`src/rtl/vic_bus_arbiter_if.sv`:
```
// rtl/vic_bus_arbiter_if.sv - strobe/register inputs and bus-ownership outputs of the VIC-II bus arbiter
//
// Signals:
//   i_phi1Strobe  1   pulse at the start of each phi1 (VIC) half
//   i_phi2Strobe  1   pulse at the start of each phi2 (CPU) half
//   i_den         1   display enable ($D011 bit 4)
//   i_yscroll     3   vertical fine scroll ($D011 bits 2:0)
//   o_ba          1   bus available to the CPU
//   o_aec         1   CPU drives the address bus
//   o_badline     1   current raster line is a badline
//   o_cycle       6   cycle within the line, 1..CYCLES_PER_LINE
//   o_raster      9   raster line
//   o_stealCount  16  stolen phi2 halves in the last completed frame
// Modports: master drives the inputs and observes the outputs, slave is the arbiter.

interface vic_bus_arbiter_if;
    logic        i_phi1Strobe;
    logic        i_phi2Strobe;
    logic        i_den;
    logic [2:0]  i_yscroll;
    logic        o_ba;
    logic        o_aec;
    logic        o_badline;
    logic [5:0]  o_cycle;
    logic [8:0]  o_raster;
    logic [15:0] o_stealCount;

    modport master (
        output i_phi1Strobe, i_phi2Strobe, i_den, i_yscroll,
        input  o_ba, o_aec, o_badline, o_cycle, o_raster, o_stealCount
    );

    modport slave (
        input  i_phi1Strobe, i_phi2Strobe, i_den, i_yscroll,
        output o_ba, o_aec, o_badline, o_cycle, o_raster, o_stealCount
    );
endinterface

```
`src/rtl/vic_bus_arbiter.sv`:
```
// rtl/vic_bus_arbiter.sv - CPU/VIC-II shared bus arbitration with PAL raster tracking and badline detection
//
// Ports:
//   clkSys  in  system clock, rising edge
//   reset   in  asynchronous active-low reset
//   bus     slave modport of vic_bus_arbiter_if (phi strobes, DEN/YSCROLL in; BA, AEC, badline,
//           cycle, raster, steal count out)
// Optional feature: define VIC_STEAL_CNT_EN to build the per-frame stolen-phi2 counter;
// without it o_stealCount is tied to zero.

module vic_bus_arbiter #(
    parameter int CYCLES_PER_LINE = 63,
    parameter int LINES_PER_FRAME = 312,
    parameter int BA_LEAD         = 3,
    parameter int FIRST_C_CYCLE   = 15,
    parameter int LAST_C_CYCLE    = 54,
    parameter int BADLINE_FIRST   = 'h030,
    parameter int BADLINE_LAST    = 'h0F7
) (
    input  logic               clkSys,
    input  logic               reset,
    vic_bus_arbiter_if.slave   bus
);

    localparam logic [5:0] CYC_LAST = 6'(CYCLES_PER_LINE);
    localparam logic [8:0] RAS_LAST = 9'(LINES_PER_FRAME - 1);
    localparam logic [5:0] BA_START = 6'(FIRST_C_CYCLE - BA_LEAD);
    localparam logic [5:0] C_FIRST  = 6'(FIRST_C_CYCLE);
    localparam logic [5:0] C_LAST   = 6'(LAST_C_CYCLE);
    localparam logic [8:0] BL_FIRST = 9'(BADLINE_FIRST);
    localparam logic [8:0] BL_LAST  = 9'(BADLINE_LAST);
    localparam logic [1:0] LEAD     = 2'(BA_LEAD);

    logic [5:0] cycle;
    logic [8:0] raster;
    logic       den_seen;
    logic       badline;
    logic       ba;
    logic       aec;
    logic [1:0] ba_low_cnt;

    logic       cycle_wrap;
    logic       raster_wrap;
    logic [5:0] cycle_n;
    logic [8:0] raster_n;
    logic       den_ok;
    logic       badline_n;
    logic       ba_n;
    logic       steal;

    // Next position and the badline/BA decision are evaluated against the position the
    // phi1 strobe moves to, so o_ba always agrees with the o_cycle/o_badline shown beside it.
    always_comb begin
        cycle_wrap  = (cycle == CYC_LAST);
        raster_wrap = cycle_wrap && (raster == RAS_LAST);
        cycle_n     = cycle_wrap ? 6'd1 : cycle + 6'd1;
        raster_n    = raster;
        if (cycle_wrap) begin
            raster_n = raster_wrap ? 9'd0 : raster + 9'd1;
        end
        den_ok    = den_seen || ((raster_n == BL_FIRST) && bus.i_den);
        badline_n = (raster_n >= BL_FIRST) && (raster_n <= BL_LAST)
                    && (raster_n[2:0] == bus.i_yscroll) && den_ok;
        ba_n      = !(badline_n && (cycle_n >= BA_START) && (cycle_n <= C_LAST));
        // phi2 is stolen only once BA has been low for BA_LEAD full phi1 strobes, which
        // delays the first c-access of a badline that starts late in the line.
        steal     = !ba && (ba_low_cnt >= LEAD) && (cycle >= C_FIRST) && (cycle <= C_LAST);
    end

    always_ff @(posedge clkSys or negedge reset) begin
        if (!reset) begin
            cycle      <= 6'd1;
            raster     <= 9'd0;
            den_seen   <= 1'b0;
            badline    <= 1'b0;
            ba         <= 1'b1;
            aec        <= 1'b1;
            ba_low_cnt <= 2'd0;
        end else if (bus.i_phi1Strobe) begin
            cycle   <= cycle_n;
            raster  <= raster_n;
            badline <= badline_n;
            ba      <= ba_n;
            aec     <= 1'b0;
            if (raster_wrap) begin
                den_seen <= 1'b0;
            end else if ((raster == BL_FIRST) && bus.i_den) begin
                den_seen <= 1'b1;
            end
            // Counts strobes that found BA already low, saturating at 3.
            if (ba) begin
                ba_low_cnt <= 2'd0;
            end else if (ba_low_cnt != 2'd3) begin
                ba_low_cnt <= ba_low_cnt + 2'd1;
            end
        end else if (bus.i_phi2Strobe) begin
            aec <= !steal;
        end
    end

    assign bus.o_cycle   = cycle;
    assign bus.o_raster  = raster;
    assign bus.o_badline = badline;
    assign bus.o_ba      = ba;
    assign bus.o_aec     = aec;

`ifdef VIC_STEAL_CNT_EN
    logic [15:0] steal_acc;
    logic [15:0] steal_count;

    always_ff @(posedge clkSys or negedge reset) begin
        if (!reset) begin
            steal_acc   <= 16'h0000;
            steal_count <= 16'h0000;
        end else if (bus.i_phi1Strobe) begin
            if (raster_wrap) begin
                steal_count <= steal_acc;
                steal_acc   <= 16'h0000;
            end
        end else if (bus.i_phi2Strobe && steal && (steal_acc != 16'hFFFF)) begin
            steal_acc <= steal_acc + 16'h0001;
        end
    end

    assign bus.o_stealCount = steal_count;
`else
    assign bus.o_stealCount = 16'h0000;
`endif

endmodule

```
`src/flat_wrapper.sv`:
```
// flat-port wrapper written by rule: the top's interface ports become plain ports
module vic_bus_arbiter_flat 
#(
    parameter int CYCLES_PER_LINE = 63,
    parameter int LINES_PER_FRAME = 312,
    parameter int BA_LEAD         = 3,
    parameter int FIRST_C_CYCLE   = 15,
    parameter int LAST_C_CYCLE    = 54,
    parameter int BADLINE_FIRST   = 'h030,
    parameter int BADLINE_LAST    = 'h0F7
)
  (clkSys, reset, bus_i_phi1Strobe, bus_i_phi2Strobe, bus_i_den, bus_i_yscroll, bus_o_ba, bus_o_aec, bus_o_badline, bus_o_cycle, bus_o_raster, bus_o_stealCount);
  vic_bus_arbiter_if bus_i ();
  input  logic clkSys;
  input  logic reset;
  input wire logic [$bits(bus_i.i_phi1Strobe)-1:0] bus_i_phi1Strobe;
  input wire logic [$bits(bus_i.i_phi2Strobe)-1:0] bus_i_phi2Strobe;
  input wire logic [$bits(bus_i.i_den)-1:0] bus_i_den;
  input wire logic [$bits(bus_i.i_yscroll)-1:0] bus_i_yscroll;
  output wire logic [$bits(bus_i.o_ba)-1:0] bus_o_ba;
  output wire logic [$bits(bus_i.o_aec)-1:0] bus_o_aec;
  output wire logic [$bits(bus_i.o_badline)-1:0] bus_o_badline;
  output wire logic [$bits(bus_i.o_cycle)-1:0] bus_o_cycle;
  output wire logic [$bits(bus_i.o_raster)-1:0] bus_o_raster;
  output wire logic [$bits(bus_i.o_stealCount)-1:0] bus_o_stealCount;
  assign bus_i.i_phi1Strobe = bus_i_phi1Strobe;
  assign bus_i.i_phi2Strobe = bus_i_phi2Strobe;
  assign bus_i.i_den = bus_i_den;
  assign bus_i.i_yscroll = bus_i_yscroll;
  assign bus_o_ba = bus_i.o_ba;
  assign bus_o_aec = bus_i.o_aec;
  assign bus_o_badline = bus_i.o_badline;
  assign bus_o_cycle = bus_i.o_cycle;
  assign bus_o_raster = bus_i.o_raster;
  assign bus_o_stealCount = bus_i.o_stealCount;
  vic_bus_arbiter #(.CYCLES_PER_LINE(CYCLES_PER_LINE), .LINES_PER_FRAME(LINES_PER_FRAME), .BA_LEAD(BA_LEAD), .FIRST_C_CYCLE(FIRST_C_CYCLE), .LAST_C_CYCLE(LAST_C_CYCLE), .BADLINE_FIRST(BADLINE_FIRST), .BADLINE_LAST(BADLINE_LAST)) u_core (.clkSys(clkSys), .reset(reset), .bus(bus_i));
endmodule
```
`config.mk`:
```
export PLATFORM = sky130hd
export DESIGN_NAME = vic_bus_arbiter_flat
export DESIGN_NICKNAME = d
export VERILOG_FILES = /design/src/rtl/vic_bus_arbiter_if.sv /design/src/rtl/vic_bus_arbiter.sv /design/src/flat_wrapper.sv
export SDC_FILE = /design/constraint.sdc
export NUM_CORES = 1
export LEC_CHECK = 0
export CAP_MARGIN = 25
export CELL_PAD_IN_SITES_DETAIL_PLACEMENT = 0
export CELL_PAD_IN_SITES_GLOBAL_PLACEMENT = 1
export CORE_AREA = 3 3 72 74
export CTS_BUF_LIST = sky130_fd_sc_hd__clkbuf_4 sky130_fd_sc_hd__clkbuf_8
export DETAILED_ROUTE_END_ITERATION = 16
export DIE_AREA = 0 0 75 77
export GPL_ROUTABILITY_DRIVEN = 0
export PLACE_DENSITY = 0.86
export SETUP_SLACK_MARGIN = 0.2
export SYNTH_ARGS = -nofsm -noshare
export SYNTH_HDL_FRONTEND = slang
export SYNTH_SLANG_ARGS = --single-unit
```
`constraint.sdc`:
```
create_clock -name clkSys -period 2.9 [get_ports clkSys]
set_clock_uncertainty 0.05 [all_clocks]
set_input_delay 0.58 -clock clkSys [delete_from_list [all_inputs] [get_ports clkSys]]
set_output_delay 0.58 -clock clkSys [all_outputs]
set_load 0.01 [all_outputs]
```
==> flow_metrics.tcl <==
set metrics [dict create \
    outcome "completed" \
    wl_per_cell_um 14.9 \
    cp.arrival_ns 2.73 \
    place_hpwl_um 3020 \
    cts_max_level 1 \
    area_growth_pct 19.0 \
    die_w_um 75 \
    setup_viol 0 \
    syn_area_per_cell_sq_um 8.37 \
    antenna_cells 0 \
    fin_cells 282 \
    synth_commonest_cells "19 x nand2_1, 18 x dfrtp_1, 16 x buf_4, 16 x nor2_1, 14 x o21ai_0" \
    grt_start_max_net_pins 31 \
    initial_core_util_pct 36.6 \
    clk_path_buf_depth 2 \
    netlist_instances 204 \
    ys_types 53 \
    cp_slowest_stage_delay_ns 0.49 \
    max_freq_mhz 388 \
    drive_gt1_share_pct 13.6 \
    path_clk_slew_ns 0.09 \
    worst_setup_path_start_kind "register" \
    fp.dieH_um 77 \
    period_share_pct 89.0 \
    final_core_util_pct 43.6 \
    clkLatencyLatePin_ns 0.27 \
    synth_area_sq_um 1710 \
    ctsHoldBuffers 0 \
    crit_buf_inv 0 \
    routed_via_density 5.41 \
    yosysMostFrequentCell "nand2_1" \
    grtUsageTotal_pct 14.8 \
    first_iter_violations 149 \
    rows 25 \
    die-area_sq_um 5780 \
    io_buffer_count 25 \
    yosysWarnings 0 \
    wl_um 4200 \
    final_nets 243 \
    hold_viol 0 \
    cts_buffers 3 \
    grt_pass1_wl_um 6690 \
    vias 1526 \
    design_area_sq_um 2030 \
    cp.required_ns 3.05 \
    path_max_fanout 9 \
    vdd_drop_max_uv 360 \
    placed_cell_area_sq_um 1940 \
    synth_edf_count 0 \
    finalSetupTns_ns 0 \
    synthTopCellsByArea "dfrtp_1 26%, buf_4 7.0%, xnor2_1 5.1%, dfstp_2 4.6%, ha_1 4.4%" \
    p_per_area_nw_per_um2 608 \
    leakage_nw 0.775 \
    cp_cell_sequence "ha_1 > and4b_4 > a211oi_4 > nor2_2 > a21oi_1 > xor2_1 > or4_4 > o32a_1" \
    drc 0 \
    drtPass1Iterations 4 \
    ys_async_sr_fraction_pct 100 \
    maxCapViolCount 0 \
    ant_nets 0 \
    critPathSlowestCell "or4_4" \
    synth_ff_type "dfrtp_1" \
    antenna_found_initial 0 \
    cts_sinks 21 \
    grt_pass1_vias 1335 \
    rsz0062_at_grt "false" \
    crit_family "compound AO/OA/AOI/OAI gates" \
    period_minus_slack_ns 2.58 \
    ys_seq_area_share_pct 31.0 \
    drv_slew 0 \
    worstSetupPathType "register to register" \
    dp_cells 276 \
    synth-seq-cells 21 \
    gr-total-overflow 0 \
    hold_class "register to register" \
    root_buffer "clkbuf_8" \
    yosys.area.top_type "dfrtp_1" \
    io_pins 42 \
    core-area_sq_um 4660 \
    cts_tree "done" \
    yosysTopAreaCellShare_pct 26.4 \
    worst_setup_path_end_kind "register" \
]
==> area by class of cell <==
class | instances | area [sq um]
Inverter | 9 | 33.8
Sequential cell | 21 | 529
Timing Repair Buffer | 33 | 310
Tap cell | 54 | 67.6
Fill cell | 463 | 2630
Clock buffer | 4 | 48.8
Multi-Input combinational cell | 161 | 1040
==> stage by stage <==
stage | setup WS, ns | power (mW) | hold slack (ns)
after floorplan | 0.270 | 0.799 | 0.234
after global placement | 0.180 | 0.986 | 0.454
after detailed placement | 0.138 | 0.995 | 0.478
after CTS | 0.220 | 1.22 | 0.491
after global routing | 0.206 | 1.31 | 0.513
final | 0.320 | 1.24 | 0.482
==> state kept, by name, summed over array words and instances, names as in the netlist <==
name and flops:
u_core.den_seen 1, u_core.bus.o_ba 1, u_core.ba_low_cnt 2, u_core.bus.o_raster 9
u_core.bus.o_badline 1, u_core.bus.o_cycle 6, u_core.bus.o_aec 1
==> repair_timing <==
item | CTS | global route
resized for setup | 2 | 2
endpoints found under the setup margin | 2 | 2
pin swaps | 1 | 1
buffers inserted | 0 | 2
==> final timing paths <==
path	to	slack, ns	from	cells past startpoint
setup / recovery	u_core.bus.o_ba	0.32	u_core.bus.o_raster[0]	8
hold / removal	u_core.bus.o_aec	0.48	u_core.bus.o_aec	2
setup reg to reg	u_core.bus.o_ba	0.32	u_core.bus.o_raster[0]	8
hold reg to reg	u_core.bus.o_aec	0.48	u_core.bus.o_aec	2
max in group asynchronous	u_core.bus.o_aec	1.92	reset	2
min in group asynchronous	u_core.bus.o_cycle[2]	0.60	reset	2
==> worst register-to-register path: stages (launching register included) <==
cell and delay [ns]:
dfrtp_1 0.39, ha_1 0.33, and4b_4 0.28, a211oi_4 0.34, nor2_2 0.05, a21oi_1 0.15
xor2_1 0.08, or4_4 0.49, o32a_1 0.34
==> layer usage <==
metal,up-vias,global-route usage [%],part of all wire (%)
li1,742,-,-
met1,722,21.2,46
met2,56,22.7,48
met3,6,2.10,5.1
met4,0,4.45,1.4
met5,-,0,0
==> where the power goes <==
part,switching (mW),total [mW],internal (mW),leakage [nW]
combinational,0.303,0.586,0.283,0.479
clock,0.107,0.215,0.108,0.0262
sequential,0.0918,0.435,0.344,0.270
total,0.502,1.24,0.734,0.775
==> cells in the final DEF (no fill, tap or decap), drive strengths merged, types with 4 or more instances in the layout <==
| cell | n |
|---|---|
| nor3 | 5 |
| nor2 | 18 |
| conb | 16 |
| inv | 9 |
| nand4 | 7 |
| nand2 | 20 |
| o21ai | 14 |
| clkbuf | 4 |
| dfrtp | 18 |
| xnor2 | 10 |
| buf | 8 |
| and2 | 5 |
| nand3 | 8 |
| a21oi | 8 |
| clkdlybuf4s50 | 25 |
| ha | 6 |
==> kinds of logic after synthesis <==
| logic type | share of synthesized area (%) |
|---|---|
| flops | 31.0 |
| xor+xnor | 6.15 |
| simple gates | 25.1 |
| other cells | 0.220 |
| buf+inv | 12.7 |
| mux | 1.25 |
| fa+ha+maj | 4.40 |
| compound gates | 19.2 |
(Power assumes the default switching activity.)
